[src/rtl/mtc2sl_pkg.sv]
// Shared l0mdt constants and types for the MTC2SL collector.
// The valid flag is the word's MSB.
package mtc2sl_pkg;
    localparam int MTC2SL_LEN = 193;
    localparam int VALID_BIT  = MTC2SL_LEN - 1;
    localparam int N_CH       = 3;
    localparam int CH_W       = 2;

    typedef logic [MTC2SL_LEN-1:0] mtc2sl_t;
    typedef logic [CH_W-1:0]       ch_idx_t;
    typedef enum logic {ST_EMPTY, ST_HOLD} out_state_t;
endpackage

[src/rtl/mtc2sl_chan_fifo.sv]
// Per-channel synchronous FIFO with a saturating drop counter.
// Head data is read combinationally from the array.
module mtc2sl_chan_fifo #(
    parameter int WIDTH     = 193,
    parameter int DEPTH     = 4,
    parameter int CNT_WIDTH = 16
) (
    input  logic                 clk,
    input  logic                 srst,
    input  logic                 wr_en,
    input  logic [WIDTH-1:0]     wr_data,
    input  logic                 rd_en,
    output logic [WIDTH-1:0]     head,
    output logic                 empty,
    output logic                 full,
    output logic [CNT_WIDTH-1:0] drop_cnt
);
    localparam int AW = $clog2(DEPTH);
    localparam int CW = $clog2(DEPTH + 1);

    logic [WIDTH-1:0]     mem [DEPTH];
    logic [AW-1:0]        wr_ptr_reg;
    logic [AW-1:0]        rd_ptr_reg;
    logic [CW-1:0]        count_reg;
    logic [CNT_WIDTH-1:0] drop_reg;
    logic                 wr_ok;
    logic                 rd_ok;

    // Fullness uses pre-edge occupancy, so a write to a full FIFO drops even if it pops.
    assign full  = (count_reg == CW'(DEPTH));
    assign empty = (count_reg == '0);
    assign wr_ok = wr_en && !full;
    assign rd_ok = rd_en && !empty;
    assign head  = mem[rd_ptr_reg];
    assign drop_cnt = drop_reg;

    always_ff @(posedge clk) begin
        if (wr_ok) begin
            mem[wr_ptr_reg] <= wr_data;
        end
    end

    always_ff @(posedge clk) begin
        if (srst) begin
            wr_ptr_reg <= '0;
            rd_ptr_reg <= '0;
            count_reg  <= '0;
            drop_reg   <= '0;
        end else begin
            if (wr_ok) begin
                wr_ptr_reg <= wr_ptr_reg + AW'(1);
            end
            if (rd_ok) begin
                rd_ptr_reg <= rd_ptr_reg + AW'(1);
            end
            case ({wr_ok, rd_ok})
                2'b10:   count_reg <= count_reg + CW'(1);
                2'b01:   count_reg <= count_reg - CW'(1);
                default: count_reg <= count_reg;
            endcase
            if (wr_en && full && (drop_reg != '1)) begin
                drop_reg <= drop_reg + CNT_WIDTH'(1);
            end
        end
    end
endmodule

[src/rtl/mtc2sl_collector.sv]
// Collects three MTC2SL candidate buses into per-channel FIFOs and
// round-robin serializes them onto a single valid/ready stream.
module mtc2sl_collector
    import mtc2sl_pkg::*;
#(
    parameter int FIFO_DEPTH = 4,
    parameter int CNT_WIDTH  = 16
) (
    input  logic                      clock,
    input  logic                      rst,
    input  logic [MTC2SL_LEN-1:0]     mtc0,
    input  logic [MTC2SL_LEN-1:0]     mtc1,
    input  logic [MTC2SL_LEN-1:0]     mtc2,
    output logic [MTC2SL_LEN-1:0]     out_data,
    output logic [CH_W-1:0]           out_ch,
    output logic                      out_valid,
    input  logic                      out_ready,
    output logic [N_CH-1:0]           fifo_full,
    output logic [N_CH*CNT_WIDTH-1:0] drop_cnt
);
    mtc2sl_t    mtc_in [N_CH];
    mtc2sl_t    head [N_CH];
    logic [N_CH-1:0] empty;
    logic [N_CH-1:0] rd_en;

    out_state_t state_reg;
    ch_idx_t    last_grant_reg;
    mtc2sl_t    out_data_reg;
    ch_idx_t    out_ch_reg;
    logic       out_valid_reg;

    logic       pop_ok;
    logic       grant_any;
    ch_idx_t    grant_sel;
    int         idx;

    assign mtc_in[0] = mtc0;
    assign mtc_in[1] = mtc1;
    assign mtc_in[2] = mtc2;

    assign pop_ok = (state_reg == ST_EMPTY) || out_ready;

    generate
        for (genvar gi = 0; gi < N_CH; gi++) begin : g_ch
            assign rd_en[gi] = pop_ok && grant_any && (grant_sel == ch_idx_t'(gi));

            mtc2sl_chan_fifo #(
                .WIDTH     (MTC2SL_LEN),
                .DEPTH     (FIFO_DEPTH),
                .CNT_WIDTH (CNT_WIDTH)
            ) u_fifo (
                .clk      (clock),
                .srst     (rst),
                .wr_en    (mtc_in[gi][VALID_BIT]),
                .wr_data  (mtc_in[gi]),
                .rd_en    (rd_en[gi]),
                .head     (head[gi]),
                .empty    (empty[gi]),
                .full     (fifo_full[gi]),
                .drop_cnt (drop_cnt[gi*CNT_WIDTH +: CNT_WIDTH])
            );
        end
    endgenerate

    // Scan downward so the closest channel after last_grant wins.
    always_comb begin
        grant_sel = '0;
        grant_any = 1'b0;
        idx       = 0;
        for (int k = N_CH; k >= 1; k--) begin
            idx = (int'(last_grant_reg) + k) % N_CH;
            if (!empty[idx]) begin
                grant_sel = ch_idx_t'(idx);
                grant_any = 1'b1;
            end
        end
    end

    always_ff @(posedge clock) begin
        if (rst) begin
            state_reg      <= ST_EMPTY;
            out_valid_reg  <= 1'b0;
            out_data_reg   <= '0;
            out_ch_reg     <= '0;
            last_grant_reg <= ch_idx_t'(N_CH - 1);
        end else if (pop_ok) begin
            if (grant_any) begin
                state_reg      <= ST_HOLD;
                out_valid_reg  <= 1'b1;
                out_data_reg   <= head[grant_sel];
                out_ch_reg     <= grant_sel;
                last_grant_reg <= grant_sel;
            end else begin
                state_reg     <= ST_EMPTY;
                out_valid_reg <= 1'b0;
            end
        end
    end

    assign out_data  = out_data_reg;
    assign out_ch    = out_ch_reg;
    assign out_valid = out_valid_reg;
endmodule

[config.mk]
export PLATFORM = sky130hd
export DESIGN_NAME = mtc2sl_collector
export DESIGN_NICKNAME = d
export VERILOG_FILES = /design/src/rtl/mtc2sl_pkg.sv /design/src/rtl/mtc2sl_chan_fifo.sv /design/src/rtl/mtc2sl_collector.sv
export SDC_FILE = /design/constraint.sdc
export NUM_CORES = 2
export LEC_CHECK = 0
export CORE_AREA = 2 2 376 658
export DETAILED_ROUTE_END_ITERATION = 10
export DIE_AREA = 0 0 378 660
export GPL_ROUTABILITY_DRIVEN = 1
export HOLD_SLACK_MARGIN = 0.1
export PLACE_DENSITY = 0.62
export SLEW_MARGIN = 20
export SYNTH_ARGS = -nofsm -noshare
export SYNTH_HDL_FRONTEND = slang
export SYNTH_SLANG_ARGS = --single-unit
[constraint.sdc]
create_clock -name clock -period 8.1 [get_ports clock]
set_input_delay 0.81 -clock clock [delete_from_list [all_inputs] [get_ports clock]]
set_output_delay 0.81 -clock clock [all_outputs]
set_load 0.005 [all_outputs]
[Word-level counts from Yosys, hierarchy flattened]
Memory sizes are Yosys's and may differ from the RTL's. A register that Yosys moved wholly into a read port is not among the register bits.
Cells that the tools add are included.
W data, S select, Z words.
Word-level totals
  bits in registers: 267
  bits in writable memories: 2316
  bits of input ports: 582
  output and inout bits: 247
  logic and storage cells: 125
  memories kept: 3
Operators by class
  add/sub/neg operators: 18
  divide/modulo/power cells: 3
  $lt $le $gt $ge: 4
  eq/ne operators: 14
  multiplexer cells: 34
  bitwise operators: 2
  reductions and logical operators: 31
Memory list
  g_ch[0].u_fifo.mem: words 4, bits a word 193, read ports 1, clocked after memory_dff 1, wr ports 1, line mtc2sl_chan_fifo.sv:21  | logic [WIDTH-1:0] mem [DEPTH];
  g_ch[1].u_fifo.mem: words 4, bits a word 193, read ports 1, clocked after memory_dff 1, wr ports 1, line mtc2sl_chan_fifo.sv:21
  g_ch[2].u_fifo.mem: words 4, bits a word 193, read ports 1, clocked after memory_dff 1, wr ports 1, line mtc2sl_chan_fifo.sv:21
Operators by type and width (number)
  $bmux W193 S2: 1
  $mux W193: 2
  $lt A32 B4 Y1 const B: 3
  $mod A32 B3 Y32 const B: 3
  $add A16 B1 Y16 const B: 3
  $ne A16 B16 Y1 const B: 3
  $mux W2: 9
  $pmux W3 S2: 3
  $logic_and A1 B1 Y1: 16
  $mux W1: 16
  $add A2 B1 Y2 const B: 6
  $add A3 B1 Y3 const B: 3
  $eq A3 B3 Y1 const B: 3
  $logic_not A3 Y1: 3
  $sub A3 B1 Y3 const B: 3
  $eq A2 B1 Y1 const B: 4
  $eq A2 B2 Y1 const B: 4
  $add A2 B2 Y3 const B: 2
  $bmux W1 S2: 3
  $logic_not A1 Y1: 6
  $reduce_bool A2 Y1: 3
  $add A2 B1 Y3 const B: 1
  $ge A3 B3 Y1 const B: 1
  $not A2 Y3: 1
  other kinds (4): 4

[Logic depth before layout (Yosys ltp)]
  depth in word-level cells: 13
  mapped depth: 14

[Cells and area by module]
From an unflattened synthesis, not the netlist that was laid out.
Unflattened totals
  cells, all modules: 5528
  area, all modules: 102371.9 sq um
Modules (own cells, without submodules)
  mtc2sl_chan_fifo at g_ch[1].u_fifo ...: times used 2, cells an instance 1156, area an instance 29075.4 sq um
  mtc2sl_chan_fifo at g_ch[0].u_fifo: times used 1, cells an instance 1160, area an instance 29049.1 sq um
  mtc2sl_collector: times used 1, cells an instance 2056, area an instance 15172.1 sq um

[Least setup slack after synthesis]
Ideal clock, no wire load.
  kind: input to register
  start point: in mtc2[192]
  end point: mem g_ch[2].u_fifo.mem[0][0] (enable)
  arrival time: 5587 ps
  data required time: 7523 ps
  slack: 1936 ps
  stages: 3
  cell sequence: nor2b_1 -> clkbuf_1 -> and2_1
On the way
  cells in the longest elaborated chain, start to end: 3
Ends and longest elaborated chain
  from (decl): line mtc2sl_collector.sv:13  | input logic [MTC2SL_LEN-1:0] mtc2,
  $logic_and A1 B1 Y1: line mtc2sl_chan_fifo.sv:32  | assign wr_ok = wr_en && !full;
  $mux W1: line mtc2sl_chan_fifo.sv:38  | if (wr_ok) begin
  $mux W1 (implied by the code): line mtc2sl_chan_fifo.sv:39  | mem[wr_ptr_reg] <= wr_data;
  to (decl): line mtc2sl_chan_fifo.sv:21
Every way passes these cells.

[Final worst setup path]
  start point: reg last_grant_reg[0]
  end point: reg out_data_reg[141], in the netlist out_data[141]
On the way
  cells in the longest elaborated chain, start to end: 12
Ends and longest elaborated chain
  from (decl): line mtc2sl_collector.sv:27  | ch_idx_t last_grant_reg;
  from (signal assigned): line mtc2sl_collector.sv:85  | last_grant_reg <= ch_idx_t'(N_CH - 1);
  from (signal assigned): line mtc2sl_collector.sv:92  | last_grant_reg <= grant_sel;
  $add A2 B2 Y3: line mtc2sl_collector.sv:71  | idx = (int'(last_grant_reg) + k) % N_CH;
  $mod A32 B3 Y32: line mtc2sl_collector.sv:71
  $bmux W1 S2: line mtc2sl_collector.sv:72  | if (!empty[idx]) begin
  $mux W1 (implied by the code) (2 in a row): line mtc2sl_collector.sv:72
  $mux W2 (3 in a row): line mtc2sl_collector.sv:72
  $not A2 Y3 (implied by the code): line mtc2sl_collector.sv:90  | out_data_reg <= head[grant_sel];
  $bmux W193 S2: line mtc2sl_collector.sv:90
  $mux W193 (implied by the code) (2 in a row): line mtc2sl_collector.sv:90
  to (signal assigned): line mtc2sl_collector.sv:90
  to (decl): line mtc2sl_collector.sv:28  | mtc2sl_t out_data_reg;
Parallel ways exist; a longest one is shown, timed or not. The select of a mux whose other input is x is not followed.
A chain may end at the register's enable or synchronous reset.

==> impl_metrics.json <==
{
  "final.setup.worst_slack_ns": 3.747,
  "worstPathCellList": "inv_1 -> ha_1 -> nor2_1 -> a221oi_2 -> nand2_8 -> buf_4 -> buf_4 -> mux2_4 -> a221o_1",
  "grt_usage": 0.2038,
  "clock_latency_ns": 0.90,
  "ys_seq_area_frac": 0.7705,
  "portBuffers": 828,
  "worstSetupStartpoint": "last_grant_reg[0]",
  "final_min_period_over_clock_period": 0.5374,
  "cp-start-kind": "flop",
  "worst_path_largest_cell_delay_ns": 0.79,
  "ys_types": 62,
  "synth.yosys.warnings": 0,
  "gr-total-overflow": 0,
  "rsz0062_at_grt": "no",
  "drc": 0,
  "layout-area-overhead-vs-synth_pct": 20.99,
  "layoutNonFillerInstCount": 8769,
  "grt_max_degree": 121,
  "first_global_vias": 49390,
  "grtUsageMet1": 0.2516,
  "rr_startpoint": "last_grant_reg[0]",
  "post-dp-hpwl_um": 159500,
  "synth-async-reset-ratio": 0,
  "area_contributors_post_synth": "sky130_fd_sc_hd__edfxtp_1, sky130_fd_sc_hd__mux4_2, sky130_fd_sc_hd__dfxtp_1, sky130_fd_sc_hd__a221o_1, sky130_fd_sc_hd__mux2_4",
  "leakagePower_uw": 0.03705,
  "cts_num_sinks": 2588,
  "vdd.ir_drop.worst_mv": 0.3590,
  "die-area_sq_mm": 0.2495,
  "rrSetupSlack_ns": 3.75,
  "clock_tree.root_cell": "sky130_fd_sc_hd__clkbuf_16",
  "top_level_ports": 829,
  "grt_antenna_before_repair": 100,
  "tightest_slew_ns": 1.368,
  "gr-usage-met3": 0.05306,
  "number_of_flip_flops_in_the_largest_register": 2316,
  "hp_start": "rst",
  "clk_path_buf_depth": 4,
  "report.final.setup_viol": 0,
  "post-synth-top-area-cell": "sky130_fd_sc_hd__edfxtp_1",
  "fin_nets": 5863,
  "groute.layer.met2.usage": 0.3541,
  "placement_rows": 240,
  "ant_nets": 0,
  "worst-r2r-cell-count": 9,
  "grt_pass1_wl_um": 364500,
  "drt-initial-drc-count": 4046,
  "routabilityCongestion": 0.7885,
  "worst_path_most_repeated_cell": "sky130_fd_sc_hd__buf_4",
  "critical_path_arrival_ns": 5.06,
  "cts_made_buffers": 233,
  "finalCriticalPeriod_ns": 4.353,
  "die_width_um": 378,
  "synthesis.nets": 4965,
  "via_total_after_detailed_routing": 47540,
  "gr-max-usage-layer": "met2",
  "timing.critical_path.fanout_max": 56,
  "status": "complete, no violations",
  "post_cts_hold_buffers": 0,
  "place_inst": 8289,
  "drt-wirelength-per-cell_um": 29.54,
  "dominantRegCellSynth": "sky130_fd_sc_hd__edfxtp_1",
  "drive_above_1_share": 0.2236,
  "post_cts_buffers": 0,
  "end_kind": "flop",
  "max_freq_mhz": 229.7,
  "post_synth_instance_area_sq_mm": 0.09733,
  "postSynthRegisterBits": 2588,
  "timing.hold.worst_path_depth": 2,
  "maxCapViolations": 0,
  "htree_num_levels": 4,
  "fill_cells": 19920,
  "synth_enable_flop_cells": 2316,
  "post-place-ws_ns": 3.723,
  "cp_data_required_time_ns": 8.81,
  "hold_end": "g_ch[0].u_fifo.drop_cnt[6]",
  "initial_core_util": 0.3992,
  "timing.setup.critical_path_class": "flop to flop",
  "dieHeight_um": 660,
  "routed_wl_um": 259000,
  "floorplan.core_area_sq_mm": 0.2438,
  "synth_top_area_frac": 0.7146,
  "number_of_cells_upsized_or_downsized_after_cts": 0,
  "timing.critical_path.slowest_stage_cell": "sky130_fd_sc_hd__buf_4",
  "fin_tns_setup_ns": 0,
  "critical_path.reg2reg.endpoint": "out_data[141]",
  "hold_path_class": "primary input to flop",
  "maxSlewHeadroom": 0.08819,
  "final-max-slew-violation-count": 0,
  "clkTransAtPathRegs_ns": 0.07,
  "drtPass1Iterations": 7,
  "final_hold_viol_count": 0,
  "synthesis.instances": 4360,
  "final-seq-area_sq_mm": 0.07501,
  "syn-mean-instance-area_sq_um": 22.32,
  "power_density_mw_per_mm2": 328.0,
  "number_of_vias_per_cell": 5.421,
  "multiInputGateArea_sq_mm": 0.02126,
  "cts_tree": "done",
  "fin_skew_ns": 0.05854
}
==> cell usage in the layout, fill, tap and decap left out, types with 35 or more instances in the layout <==
master                            count
sky130_fd_sc_hd__clkbuf_16          237
sky130_fd_sc_hd__nor2_1              65
sky130_fd_sc_hd__diode_2             47
sky130_fd_sc_hd__buf_4               42
sky130_fd_sc_hd__mux2_2              55
sky130_fd_sc_hd__dfxtp_1            266
sky130_fd_sc_hd__a221o_1            194
sky130_fd_sc_hd__mux2_4             110
sky130_fd_sc_hd__mux2_1              35
sky130_fd_sc_hd__nor2b_1            202
sky130_fd_sc_hd__mux4_2             579
sky130_fd_sc_hd__edfxtp_1          2316
sky130_fd_sc_hd__clkbuf_1            41
sky130_fd_sc_hd__clkdlybuf4s50_1    827
sky130_fd_sc_hd__bufinv_16           35
sky130_fd_sc_hd__clkinv_2            46
==> worst max-delay path by stage <==
stage / to / slack, ns / cells after the start
floorplan: g_ch[2].u_fifo.mem[0][0] / 1.94 / 3
global placement: out_data[133] / 3.76 / 9
detailed placement: out_data[100] / 3.72 / 9
CTS: out_data[141] / 3.70 / 9
global route: out_data[106] / 3.56 / 9
finish: out_data[141] / 3.75 / 9
==> critical path: cells and delay by family, from the launching register on <==
family | cells | cell delay, ns
adders and majority gates | 1 | 0.31
and+or+nand+nor | 2 | 0.93
muxes | 1 | 0.35
buffers and inverters | 3 | 1.60
DFF | 1 | 0.38
AOI/OAI and AO/OA | 2 | 0.49
==> synth_stat cells, types with 20 or more instances <==
cell                       count
sky130_fd_sc_hd__a21oi_1      24
sky130_fd_sc_hd__a221o_1     194
sky130_fd_sc_hd__buf_2        46
sky130_fd_sc_hd__clkbuf_1    169
sky130_fd_sc_hd__dfxtp_1     272
sky130_fd_sc_hd__edfxtp_1   2316
sky130_fd_sc_hd__ha_1         20
sky130_fd_sc_hd__inv_1        27
sky130_fd_sc_hd__mux2_1       35
sky130_fd_sc_hd__mux2_2       55
sky130_fd_sc_hd__mux2_4      110
sky130_fd_sc_hd__mux4_2      579
sky130_fd_sc_hd__nand2_1      24
sky130_fd_sc_hd__nor2_1       66
sky130_fd_sc_hd__nor2b_1     202
sky130_fd_sc_hd__xnor2_1      33
==> final cells by class <==
cell class	instances	area share
clock buffer	293	0.05342
antenna	47	0.0009988
inverter	27	0.0008606
sequential	2588	0.6370
clock inverter	139	0.01461
timing repair buffer	897	0.07786
tap	3267	0.03471
multi-input combinational	1511	0.1805
==> metal layers <==
layer / routed length, um / up-vias
met5: 598 / -
met4: 6006 / 90
met3: 19790 / 408
met2: 133000 / 1608
met1: 99680 / 25350
li1: - / 20080
==> through the flow <==
stage | instance area, sq um | hold WS (ns) | power [uW] | util
2_1_floorplan | 97330 | 0.4692 | 23980 | -
3_3_place_gp | 109600 | 0.4708 | 27340 | 0.4494
3_5_place_dp | 109600 | 0.4746 | 27560 | 0.4495
4_1_cts | 117600 | 0.1842 | 39130 | 0.4823
5_1_grt | 117700 | 0.2459 | 40070 | 0.4826
6_report | 117800 | 0.2886 | 38630 | 0.4829
==> logic make-up after synthesis <==
logic type | share of synthesized area
AOI/OAI and AO/OA | 0.02428
and+or+nand+nor | 0.02468
buffers and inverters | 0.01189
DFF | 0.7705
xor gates and xnor gates | 0.003780
muxes | 0.1617
adders and majority gates | 0.003188
==> report_power, final <==
group | total (uW) | internal (uW) | switching (uW)
clock | 11600 | 6640 | 4930
combinational | 10100 | 4980 | 5140
sequential | 16900 | 16300 | 640
total | 38600 | 27900 | 10700
(Power assumes the default switching activity.)
